`src/rtl/net_edge_pkg.sv`:
```
// Shared types and constants for the two-net edge recorder.
package net_edge_pkg;

    localparam int DEF_TS_W = 16;

    localparam logic [1:0] SRC_J    = 2'b01;
    localparam logic [1:0] SRC_K    = 2'b10;
    localparam logic [1:0] SRC_BOTH = 2'b11;

    typedef struct packed {
        logic [1:0]          src;
        logic [DEF_TS_W-1:0] ts;
    } evt_rec_t;

endpackage

```
`src/rtl/net_edge_fifo.sv`:
```
// First-word-fall-through FIFO of event records; head is read straight from storage.
// Latency: a pushed record reaches the head one cycle later (no bypass).
// Backpressure: push taken when not full or when a pop happens the same cycle; pop ignored when empty.
module net_edge_fifo
    import net_edge_pkg::*;
#(
    parameter int  DEPTH = 4,
    parameter type rec_t = evt_rec_t
) (
    input  logic                   clk_i,
    input  logic                   rst_ni,
    input  logic                   push,
    input  rec_t                   wr_dat,
    input  logic                   pop,
    output rec_t                   rd_dat,
    output logic                   full,
    output logic                   empty,
    output logic [$clog2(DEPTH):0] level
);
    localparam int AW = $clog2(DEPTH);

    rec_t        mem [DEPTH];
    logic [AW:0] wr_ptr;
    logic [AW:0] rd_ptr;
    logic        push_ok;
    logic        pop_ok;

    // One extra pointer bit tells full from empty when the indices match.
    assign empty   = (wr_ptr == rd_ptr);
    assign full    = (wr_ptr[AW] != rd_ptr[AW]) && (wr_ptr[AW-1:0] == rd_ptr[AW-1:0]);
    assign pop_ok  = pop & ~empty;
    assign push_ok = push & (~full | pop_ok);
    assign rd_dat  = mem[rd_ptr[AW-1:0]];

    always_ff @(posedge clk_i) begin
        if (push_ok) begin
            mem[wr_ptr[AW-1:0]] <= wr_dat;
        end
    end

    always_ff @(posedge clk_i or negedge rst_ni) begin
        if (!rst_ni) begin
            wr_ptr <= '0;
            rd_ptr <= '0;
            level  <= '0;
        end else begin
            if (push_ok) begin
                wr_ptr <= wr_ptr + (AW+1)'(1);
            end
            if (pop_ok) begin
                rd_ptr <= rd_ptr + (AW+1)'(1);
            end
            case ({push_ok, pop_ok})
                2'b10:   level <= level + (AW+1)'(1);
                2'b01:   level <= level - (AW+1)'(1);
                default: level <= level;
            endcase
        end
    end

endmodule

```
`src/rtl/net_edge_recorder.sv`:
```
// Timestamps rising edges on two async nets and queues {src, ts} records for a valid/ready consumer.
// Latency: 2 cycles from first capture of an input change to evt_valid_o.
// Backpressure: full FIFO without a same-cycle pop drops the event, sets overflow and counts it.
module net_edge_recorder
    import net_edge_pkg::*;
#(
    parameter int DEPTH  = 4,
    parameter int TS_W   = DEF_TS_W,
    parameter int DROP_W = 8
) (
    input  logic                   clk_i,
    input  logic                   rst_ni,
    input  logic                   j_i,
    input  logic                   k_i,
    output logic                   evt_valid_o,
    input  logic                   evt_ready_i,
    output logic [1:0]             evt_src_o,
    output logic [TS_W-1:0]        evt_ts_o,
    output logic [$clog2(DEPTH):0] level_o,
    output logic                   overflow_o,
    output logic [DROP_W-1:0]      drop_cnt_o,
    input  logic                   clear_i
);
    typedef struct packed {
        logic [1:0]      src;
        logic [TS_W-1:0] ts;
    } rec_t;

    logic [1:0]      sync1;
    logic [1:0]      sync2;
    logic [1:0]      hist;
    logic [1:0]      rise;
    logic [TS_W-1:0] ts_q;
    logic            evt;
    logic            pop;
    logic            push;
    logic            drop;
    logic            full;
    logic            empty;
    rec_t            wr_rec;
    rec_t            head;

    // Bit 0 carries j, bit 1 carries k throughout.
    always_ff @(posedge clk_i or negedge rst_ni) begin
        if (!rst_ni) begin
            sync1 <= '0;
            sync2 <= '0;
            hist  <= '0;
            ts_q  <= '0;
        end else begin
            sync1 <= {k_i, j_i};
            sync2 <= sync1;
            hist  <= sync2;
            ts_q  <= ts_q + TS_W'(1);
        end
    end

    assign rise       = sync2 & ~hist;
    assign evt        = |rise;
    assign wr_rec.src = rise;
    assign wr_rec.ts  = ts_q;

    assign pop  = evt_valid_o & evt_ready_i;
    assign push = evt & (~full | pop);
    assign drop = evt & full & ~pop;

    always_ff @(posedge clk_i or negedge rst_ni) begin
        if (!rst_ni) begin
            overflow_o <= 1'b0;
            drop_cnt_o <= '0;
        end else if (drop) begin
            overflow_o <= 1'b1;
            if (clear_i) begin
                drop_cnt_o <= DROP_W'(1);
            end else if (drop_cnt_o != '1) begin
                drop_cnt_o <= drop_cnt_o + DROP_W'(1);
            end
        end else if (clear_i) begin
            overflow_o <= 1'b0;
            drop_cnt_o <= '0;
        end
    end

    net_edge_fifo #(
        .DEPTH (DEPTH),
        .rec_t (rec_t)
    ) u_fifo (
        .clk_i  (clk_i),
        .rst_ni (rst_ni),
        .push   (push),
        .wr_dat (wr_rec),
        .pop    (pop),
        .rd_dat (head),
        .full   (full),
        .empty  (empty),
        .level  (level_o)
    );

    // Storage is not reset, so the head fields are forced to 0 while nothing is queued.
    assign evt_valid_o = ~empty;
    assign evt_src_o   = empty ? 2'b00 : head.src;
    assign evt_ts_o    = empty ? '0 : head.ts;

endmodule

```
`config.mk`:
```
export PLATFORM = sky130hd
export DESIGN_NAME = net_edge_recorder
export DESIGN_NICKNAME = d
export VERILOG_FILES = /design/src/rtl/net_edge_pkg.sv /design/src/rtl/net_edge_fifo.sv /design/src/rtl/net_edge_recorder.sv
export SDC_FILE = /design/constraint.sdc
export NUM_CORES = 1
export LEC_CHECK = 0
export ABC_AREA = 1
export BUFFER_PORTS_ARGS = -buffer_cell sky130_fd_sc_hd__clkbuf_2
export CORE_MARGIN = 1
export CORE_UTILIZATION = 56
export CTS_BUF_LIST = sky130_fd_sc_hd__clkbuf_2 sky130_fd_sc_hd__clkbuf_4 sky130_fd_sc_hd__clkbuf_8
export DETAILED_ROUTE_END_ITERATION = 12
export PLACE_DENSITY_LB_ADDON = 0.1
export SYNTH_ARGS = -nofsm -noshare
export SYNTH_HDL_FRONTEND = slang
export SYNTH_SLANG_ARGS = --single-unit
export TNS_END_PERCENT = 5
```
`constraint.sdc`:
```
create_clock -name clk_i -period 3.4 [get_ports clk_i]
set_clock_uncertainty 0.2 [all_clocks]
set_input_delay 0.51 -clock clk_i [delete_from_list [all_inputs] [get_ports clk_i]]
set_output_delay 0.51 -clock clk_i [all_outputs]
set_load 0.005 [all_outputs]
```
Word-level counts from Yosys, hierarchy flattened. Memory sizes are Yosys's and may differ from the RTL's. Cells that the tools add are included.

Output and inout port bits: 31. Input port bits: 6. Bits in registers: 40. Word-level logic and storage cells: 52. Memories: 1. RAM bits: 72.

Reduce and logical (&&, ||, !) cells: 6. Bitwise gates (word level): 13. Multiplexer cells: 11. Add/subtract/negate cells: 6. Equal/unequal tests: 6.

Memory list: u_fifo.mem (depth 4, bits a word 18, rd ports 1, clocked after Yosys merged registers in 0, wr ports 1, line net_edge_fifo.sv:22) `rec_t mem [DEPTH];`.

Operators by type and width (count): 8-bit two-way mux (4); 16-bit by 1-bit adder with 16-bit output (second input constant) (1); 16-bit two-way mux (1); 3-bit by 1-bit adder with 3-bit output (second input constant) (3); 8-bit by 1-bit adder with 8-bit output (second input constant) (1); 8-bit != test (second input constant) (1); 1-bit bitwise AND (6); 3-bit one-hot mux with 2 select lines (1); 2-bit nonzero test (3); 1-bit two-way mux (4); 3-bit == test (1); 1-bit inverter (3); 3-bit by 1-bit subtractor with 3-bit output (second input constant) (1); 2-bit bitwise AND (1); 2-bit by 1-bit == test with 1-bit output (second input constant) (1); 2-bit == test (1); 2-bit == test (second input constant) (1); 2-bit two-way mux (1); 2-bit inverter (1); 1-bit OR (2); 2-bit AND reduction (1); 2-bit OR reduction (1); 1-bit logical AND (1); 1-bit != test (1).

Depth between registers and ports, before layout. Gate-level depths: netlist of the first run.

Depth in word-level cells: 8. Gate-level depth with buffers: 13. Depth with buffers taken out: 12.

Hierarchy. Synthesis of the first run repeated with hierarchy kept, for this count alone.

Cell total of the unflattened synthesis: 452. Area, all modules: 4932.2 um^2.

By module, submodules not included: net_edge_fifo (cells each 250, seq. area each 2387.3 um^2, area each 3290.7 um^2, times used 1); net_edge_recorder (cells each 202, seq. area each 775.7 um^2, area each 1641.6 um^2, times used 1).

Worst setup path before layout of the first run. Ideal clock, no wire load.

Path kind: reg-to-reg. From: register u_fifo.rd_ptr[0]. To: memory u_fifo.mem[0][0] (netlist bit) (enable). Data required time: 2.807 ns. Buffers on the path: 1. Setup time: 0.393 ns. Cell stages (with the launch flop): 9. Data arrival time: 1.702 ns. Slack: 1.105 ns. Period minus slack after synthesis: 2.295 ns. Cell sequence: dfrtp_1 -> buf_4 -> inv_2 -> nand2_2 -> nand2_2 -> nor2_4 -> nand2_2 -> nand2_4 -> nor2_1.

Cells in the longest elaborated chain, start to end: 8. Elaborated cells on any way between the ends: 13. Those cells by class: 2 x eq/ne; 2 x mux; 8 x bitwise; 1 x reduce/logical.

Ends and longest elaborated chain: from (decl) (line net_edge_fifo.sv:24) `logic [AW:0] rd_ptr;`; from (signal assigned) (line net_edge_fifo.sv:51) `rd_ptr <= rd_ptr + (AW+1)'(1);`; 3-bit == test or 2-bit == test (tied branches) (line net_edge_fifo.sv:29, net_edge_fifo.sv:30); 1-bit inverter or 1-bit logical AND (tied branches) (line net_edge_fifo.sv:31, net_edge_recorder.sv:100, net_edge_fifo.sv:30); 1-bit bitwise AND or 1-bit inverter (tied branches) (line net_edge_recorder.sv:63, net_edge_fifo.sv:32, net_edge_recorder.sv:64); 1-bit OR or 1-bit bitwise AND (tied branches) (line net_edge_recorder.sv:64, net_edge_fifo.sv:31); 1-bit bitwise AND or 1-bit OR (tied branches) (line net_edge_recorder.sv:64, net_edge_fifo.sv:32); 1-bit bitwise AND * (line net_edge_fifo.sv:32) `assign push_ok = push & (~full | pop_ok);`; 1-bit two-way mux * (line net_edge_fifo.sv:36) `if (push_ok) begin`; 1-bit two-way mux (not written as such) * (line net_edge_fifo.sv:37) `mem[wr_ptr[AW-1:0]] <= wr_dat;`; to (decl) (line net_edge_fifo.sv:22).

Every way passes the cells marked *; elsewhere a longest branch is shown, timed or not.

Worst setup path after layout of the first run.
From: register u_fifo.rd_ptr[0]. To: output port evt_ts_o[14].

Cells in the longest elaborated chain, start to end: 2. Elaborated cells on any way between the ends: 3. Those cells by class: 1 x eq/ne; 1 x mux; 1 x memory.

Ends and longest elaborated chain: memory 4 x 18 bit or 3-bit == test (tied branches); 16-bit two-way mux * (line net_edge_recorder.sv:102) `assign evt_ts_o = empty ? '0 : head.ts;`; to (decl) (line net_edge_recorder.sv:18) `output logic [TS_W-1:0] evt_ts_o,`.

Marks and branches as above.

==> flow_metrics.py, run 1 <==
metrics = {
    "clock_network": {
        "hold_buffers": 0,
        "post_cts_buffers": 0,
        "clkTransAtPathRegs_ns": 0.10,
        "cts_max_level": 3,
        "tritoncts": "yes",
        "cts_root_buf": "clkbuf_8",
        "clock_sinks": 112,
        "clk_latency_ns": 0.37,
        "max-clock-path-buffers": 2,
        "cts_resized": 0,
        "cts_made_buffers": 9,
    },
    "place": {
        "dp.cells": 566,
        "placed_area_mm2": 0.005110,
        "hpwlAfterDp_mm": 5.486,
        "port_buffers": 36,
        "routabilityCongestion": 0.7885,
        "pre_cts_slack_ns": 0.9248,
    },
    "route": {
        "wl_per_cell_um": 14.79,
        "wl_mm": 8.609,
        "drtAntennaViolNets": 0,
        "wl_met2_mm": 4.098,
        "num_vias": 3046,
        "wl_met3_um": 375,
        "drtPass1Iterations": 4,
        "dr.first_iter.drc_count": 164,
        "drc_errors": 0,
        "dr.max_layer_used": "met4",
        "wl_met1_mm": 3.979,
        "avgViaCountPerCell": 5.234,
    },
    "worst_setup_path": {
        "critPathCaptureType": "output pin",
        "worstSetupPathType": "register to output pin",
        "critPathMaxFanout": 32,
        "rr_startpoint": "u_fifo.rd_ptr[1]$_DFFE_PN0P_",
        "crit_start": "u_fifo.rd_ptr[0]$_DFFE_PN0P_",
        "required_ns": 2.69,
        "cp-start-kind": "register",
        "critical_path_arrival_ns": 1.86,
    },
    "finish": {
        "area_delta_synth_final_pct": 11.01,
        "diodes": 0,
        "fin_area_mm2": 0.005313,
        "fin_cells": 582,
        "drive_gt1_share_pct": 16.77,
        "nets": 487,
    },
    "synth": {
        "avgSynthCellArea_um2": 11.16,
        "syn-cell-area_mm2": 0.004786,
        "ys_seq_area_share_pct": 66.09,
        "yosysTopAreaCellShare_pct": 45.18,
        "synth_nets": 444,
        "synth_top_cell_by_area": "edfxtp_1",
        "synthTopCellsByArea": "edfxtp_1, dfrtp_1, nand2_1",
        "ys_ff_latch": 112,
        "ys_types": 31,
        "yosysWarnings": 0,
        "netlist_instances": 429,
    },
    "hold_path": {
        "hold_path_class": "input pin to register",
        "hp-start": "k_i",
    },
    "timing": {
        "setup_tns_ns": 0,
        "finalSetupViolCount": 0,
        "finalCritPeriodShare_pct": 75.61,
        "relSlewSlack_pct": 32.24,
        "hold_slack_ns": 0.03709,
        "rsz0062_at_grt": "no",
        "max_freq_ghz": 0.3890,
        "setup_ws_ns": 0.8292,
        "slew_viol_final": 0,
        "fin_crit_ns": 2.571,
        "worst_pin_slew_ns": 1.016,
        "final-hold-violation-count": 0,
    },
    "global_routing": {
        "grt.total_usage_pct": 21.88,
        "grt_pass1_vias": 2871,
        "grt_start_max_net_pins": 41,
        "overflow": 0,
        "grt_pass1_wl_mm": 14.35,
        "antenna_found_initial": 0,
    },
    "power_and_ir_drop": {
        "power_leakage_nw": 2.419,
        "power.share.clock_pct": 20.0,
        "sw_frac_of_total_pct": 36.10,
        "internal_power_mw": 2.556,
        "p_seq_share_pct": 43.9,
        "powerDensity_mw_per_mm2": 752.8,
        "p_comb_share_pct": 36.1,
        "p_switching_mw": 1.444,
        "ir_drop_v": 0.0004245,
    },
    "floorplan": {
        "core-area_mm2": 0.008258,
        "die_h_um": 94.45,
        "die_w_um": 94.45,
        "start_util_pct": 57.95,
        "io_pins": 37,
        "rows": 33,
        "die_area_mm2": 0.008920,
    },
    "flow_run": {
        "cap_violations": 0,
    },
    "run_status": {
        "status": "complete, no violations",
    },
}
## path summary, 6_finish.rpt
check | endpoint | slack (ns) | depth (start not counted)
setup / recovery | evt_ts_o[14] | 0.83 | 6
hold / removal | sync1[1]$_DFF_PN0_ | 0.04 | 1
setup reg to reg | u_fifo.level[2]$_DFFE_PN0P_ | 0.92 | 12
hold reg to reg | sync2[1]$_DFF_PN0_ | 0.16 | 0
max in group asynchronous | ts_q[15]$_DFF_PN0_ | 2.28 | 1
min in group asynchronous | ts_q[0]$_DFF_PN0_ | 0.09 | 1
## cells by family (layout without fill, tap and decap cells)
kind of cell | after synthesis | after routing | synth area share, %
flops | 112 | 112 | 66.09
mux | 1 | 1 | 0.2353
buf+inv | 64 | 112 | 5.751
xor+xnor | 21 | 21 | 3.843
fa+ha+maj | 9 | 9 | 2.510
simple gates | 162 | 162 | 14.82
compound gates | 60 | 60 | 6.745
## power by group through the flow
| stage | Combinational, mW | Clock (mW) | Sequential, mW |
|---|---|---|---|
| after detailed placement | 1.46 | 0 | 1.79 |
| after global routing | 1.67 | 0.868 | 1.78 |
| after floorplan | 0.993 | 0 | 1.75 |
| after CTS | 1.47 | 0.813 | 1.76 |
| final | 1.44 | 0.799 | 1.76 |
| after global placement | 1.43 | 0 | 1.78 |
## routing by layer
| layer | track usage (%) | vias up |
|---|---|---|
| li1 | - | 1502 |
| met1 | 30.07 | 1469 |
| met2 | 35.14 | 63 |
| met3 | 3.382 | 12 |
| met4 | 8.718 | 0 |
| met5 | 0 | - |
## state kept, by name, summed over array words and instances, names as in the netlist
register / cells
sync2: 2
drop_cnt_o: 8
sync1: 2
u_fifo.rd_ptr: 3
u_fifo.level: 3
ts_q: 16
u_fifo.wr_ptr: 3
u_fifo.mem: 72
hist: 2
overflow_o: 1
## critical path, cell delays in order, from the launching register on
cell and delay [ns]:
dfrtp_1 0.52, buf_4 0.37, o21ai_0 0.16, o22ai_1 0.18, nand2_1 0.08, inv_1 0.06
clkbuf_2 0.11
## layout by cell type, fill, tap and decap left out, types with 2 or more instances in the layout
cell type  count
inv_2          3
ha_1           8
nand3_1        8
clkbuf_2      36
a21oi_1        2
o21ai_0       37
inv_1         47
nor2_2         2
clkinv_4       2
clkbuf_8       9
buf_12         2
nor2_4         2
o22ai_1       18
o21ai_1        3
nand3_2        2
buf_4          8
xor2_1        13
nand2_2        6
dfrtp_1       40
nand4_1        3
nand2_1       78
nor3_1         2
nor2_1        54
xnor2_1        8
nand2_4        2
edfxtp_1      72
## cells in the mapped netlist
library cell and instances:
nand2_1 78, nand3b_1 1, clkbuf_2 1, inv_1 47
mux2_2 1, nand3_1 8, xor2_1 13, nand4_1 3
a21oi_1 2, nor3_1 2, nand3_2 2, clkbuf_1 4
nor2_4 2, nor2_2 2, dfrtp_1 40, nor3_4 1
fa_1 1, inv_2 3, o21ai_0 37, buf_4 4
buf_2 3, nand2_2 6, buf_6 2, o22ai_1 18
edfxtp_1 72, ha_1 8, xnor2_1 8, nor2_1 54
nand2_4 2, or2_0 1, o21ai_1 3
## stage by stage
step	power, mW	util, %
finish	3.999	64.33
global placement	3.209	61.88
floorplan	2.746	-
detailed placement	3.248	61.88
global route	4.321	64.33
CTS	4.037	64.33
## layout make-up
cell class	count	area [um2]
sequential	112	3163
fill	671	2945
clock inverter	7	78.83
multi-input combinational	253	1348
inverter	50	187.7
timing repair buffer	46	280.3
clock buffer	9	123.9
tap	105	131.4
Power figures use the tool's default switching activity.
==> run 2: changes to the inputs <==
Settings changed: ABC_AREA 1 to 0.
Clock period 3.4 ns to 2.5 ns, I/O delays scaled along.
==> run 2 against run 1 <==
Die area fell by 4.1%. Sequential power rose by 40%. Sequential cell count did not move. Setup slack got worse by 0.77 ns. Wire length fell by 11%. Cell count fell by 24%. Critical endpoint is now u_fifo.level[2]$_DFFE_PN0P_.
==> flow_metrics.py, run 2 <==
metrics = {
    "global_routing": {
        "use_met3_pct": 2.956,
        "grt_pass1_vias": 2533,
        "grt_pass1_wl_mm": 12.77,
        "use_met1_pct": 27.05,
        "grt-busiest-layer": "met2",
        "grt_start_max_net_pins": 27,
        "antenna_found_initial": 0,
        "use_met2_pct": 33.02,
        "grt.total_usage_pct": 20.27,
        "overflow": 0,
    },
    "finish": {
        "drive_gt1_share_pct": 28.61,
        "layout_common_cells": "edfxtp_1, dfrtp_1, clkbuf_2",
        "diodes": 0,
        "fin_util_pct": 67.34,
        "final_common_cell": "edfxtp_1",
        "largest_register_ff_count": 72,
        "area_delta_synth_final_pct": 14.68,
        "nets": 349,
    },
    "synth": {
        "async_flop_share_pct": 35.71,
        "netlist_instances": 277,
        "synth_edf_count": 72,
        "synth_top_flop_cell": "edfxtp_1",
        "yosysTopAreaCellShare_pct": 47.16,
        "synth_nets": 292,
        "yosysMostFrequentCell": "edfxtp_1",
        "ys_seq_area_share_pct": 69.00,
        "ys_ff_latch": 112,
        "yosys-top-cells-count": "edfxtp_1, dfrtp_1, and2_1",
        "syn-cell-area_mm2": 0.004584,
        "yosysWarnings": 0,
        "synth_top_cell_by_area": "edfxtp_1",
        "synthTopCellsByArea": "edfxtp_1, dfrtp_1, mux4_2",
        "ys_types": 40,
        "avgSynthCellArea_um2": 16.55,
    },
    "route": {
        "num_vias": 2442,
        "wl_per_cell_um": 17.38,
        "wl_mm": 7.666,
        "drtPass1Iterations": 4,
        "drtAntennaViolNets": 0,
        "dr.first_iter.drc_count": 114,
        "avgViaCountPerCell": 5.537,
        "drc_errors": 0,
    },
    "timing": {
        "finalSetupViolCount": 0,
        "slew_viol_final": 0,
        "rsz0062_at_grt": "yes",
        "finalCritPeriodShare_pct": 97.51,
        "relSlewSlack_pct": 56.72,
        "setup_ws_ns": 0.06219,
        "fin_crit_ns": 2.438,
        "worst_pin_slew_ns": 0.6492,
        "max_freq_ghz": 0.4102,
        "hold_slack_ns": 0.1448,
        "final-hold-violation-count": 0,
    },
    "worst_setup_path": {
        "reg2regPathDepth": 8,
        "rr_startpoint": "u_fifo.wr_ptr[0]$_DFFE_PN0P_",
        "critPathCaptureType": "register",
        "crit_start": "u_fifo.wr_ptr[0]$_DFFE_PN0P_",
        "cp-start-kind": "register",
        "critPathMaxFanout": 3,
        "critical_path_arrival_ns": 2.52,
        "r2r_setup_slack_ns": 0.06,
        "required_ns": 2.58,
        "worstSetupPathType": "register to register",
        "worstReg2RegEnd": "u_fifo.level[2]$_DFFE_PN0P_",
    },
    "hold_path": {
        "hold_path_class": "input pin to register",
        "min_path_cells": 3,
        "hp-start": "evt_ready_i",
        "hold_path_end": "u_fifo.rd_ptr[2]$_DFFE_PN0P_",
    },
    "clock_network": {
        "clk_latency_ns": 0.36,
        "max-clock-path-buffers": 2,
        "clock_sinks": 112,
        "cts_made_buffers": 9,
        "tritoncts": "yes",
        "clkTransAtPathRegs_ns": 0.09,
        "cts_max_level": 3,
        "cts_root_buf": "clkbuf_8",
        "post_cts_buffers": 0,
    },
    "floorplan": {
        "rows": 32,
        "die_w_um": 92.48,
        "die_h_um": 92.48,
        "io_pins": 37,
        "core-area_mm2": 0.007807,
        "die_area_mm2": 0.008553,
        "start_util_pct": 58.72,
    },
    "place": {
        "hpwlAfterDp_mm": 4.894,
        "routabilityCongestion": 0.8563,
        "pre_cts_slack_ns": -0.002331,
        "port_buffers": 36,
    },
    "run_status": {
        "status": "complete, no violations",
    },
    "power_and_ir_drop": {
        "total_power_mw": 5.595,
        "ir_drop_v": 0.0008845,
        "power_leakage_nw": 2.013,
        "powerDensity_mw_per_mm2": 1064,
    },
    "flow_run": {
        "cap_violations": 0,
    },
}
==> run 2: final cells by class <==
type	instances	area [um2]
clock buffers	9	123.9
clock inverters	7	92.59
fillers	549	2550
inverters	7	26.28
multi-input cells	148	1363
flip-flops and latches	112	3163
well taps	102	127.6
repair buffers	56	361.6
==> run 2: metal layers <==
layer	wire, um	up-vias
met4	212	0
met3	226	14
met2	3811	57
met1	3416	1222
met5	0	-
li1	-	1149
==> run 2: report_power, final <==
| part | total [mW] | switching (mW) | internal, mW |
|---|---|---|---|
| Combinational | 2.00 | 0.945 | 1.05 |
| Clock | 1.14 | 0.575 | 0.565 |
| Sequential | 2.46 | 0.127 | 2.33 |
==> run 2: worst max-delay path, stage by stage, from the launching register on <==
cell and delay (ns):
dfrtp_1 0.40, xor2_1 0.21, or3_4 0.40, and2_4 0.17
ha_2 0.20, fa_1 0.37, xnor2_1 0.13, nor2_1 0.12
xor2_1 0.16
==> run 2: timing repair <==
action | 4_1_cts | 5_1_grt
pin swaps | 1 | 0
endpoints found under the setup margin | 19 | 4
hold buffers | 3 | 0
resized for setup | 5 | 1
hold endpoints to repair | 26 | 0
==> run 2: cell families after synthesis <==
family                     synth area share (%)
AOI/OAI and AO/OA                         2.020
xor gates and xnor gates                  4.585
adders and majority gates                 2.620
buffers and inverters                     1.610
DFF                                       69.00
muxes                                     10.04
and+or+nand+nor                           10.13
==> run 2: per-stage QoR <==
stage / TNS [ns] / cell area (um2) / cells
after floorplan: 0 / 4587 / 277
after global placement: 0 / 4987 / 422
after detailed placement: -0.002331 / 4987 / 422
after CTS: 0 / 5251 / 441
after global routing: -0.009884 / 5258 / 441
final: 0 / 5258 / 441
==> run 2: worst max path at each step <==
stage	end	slack (ns)
after detailed placement	u_fifo.level[2]$_DFFE_PN0P_	-0.002
final	u_fifo.level[2]$_DFFE_PN0P_	0.06
after CTS	evt_ts_o[2]	0.03
after floorplan	u_fifo.level[2]$_DFFE_PN0P_	0.03
after global routing	evt_ts_o[8]	-0.005
after global placement	u_fifo.level[2]$_DFFE_PN0P_	0.03
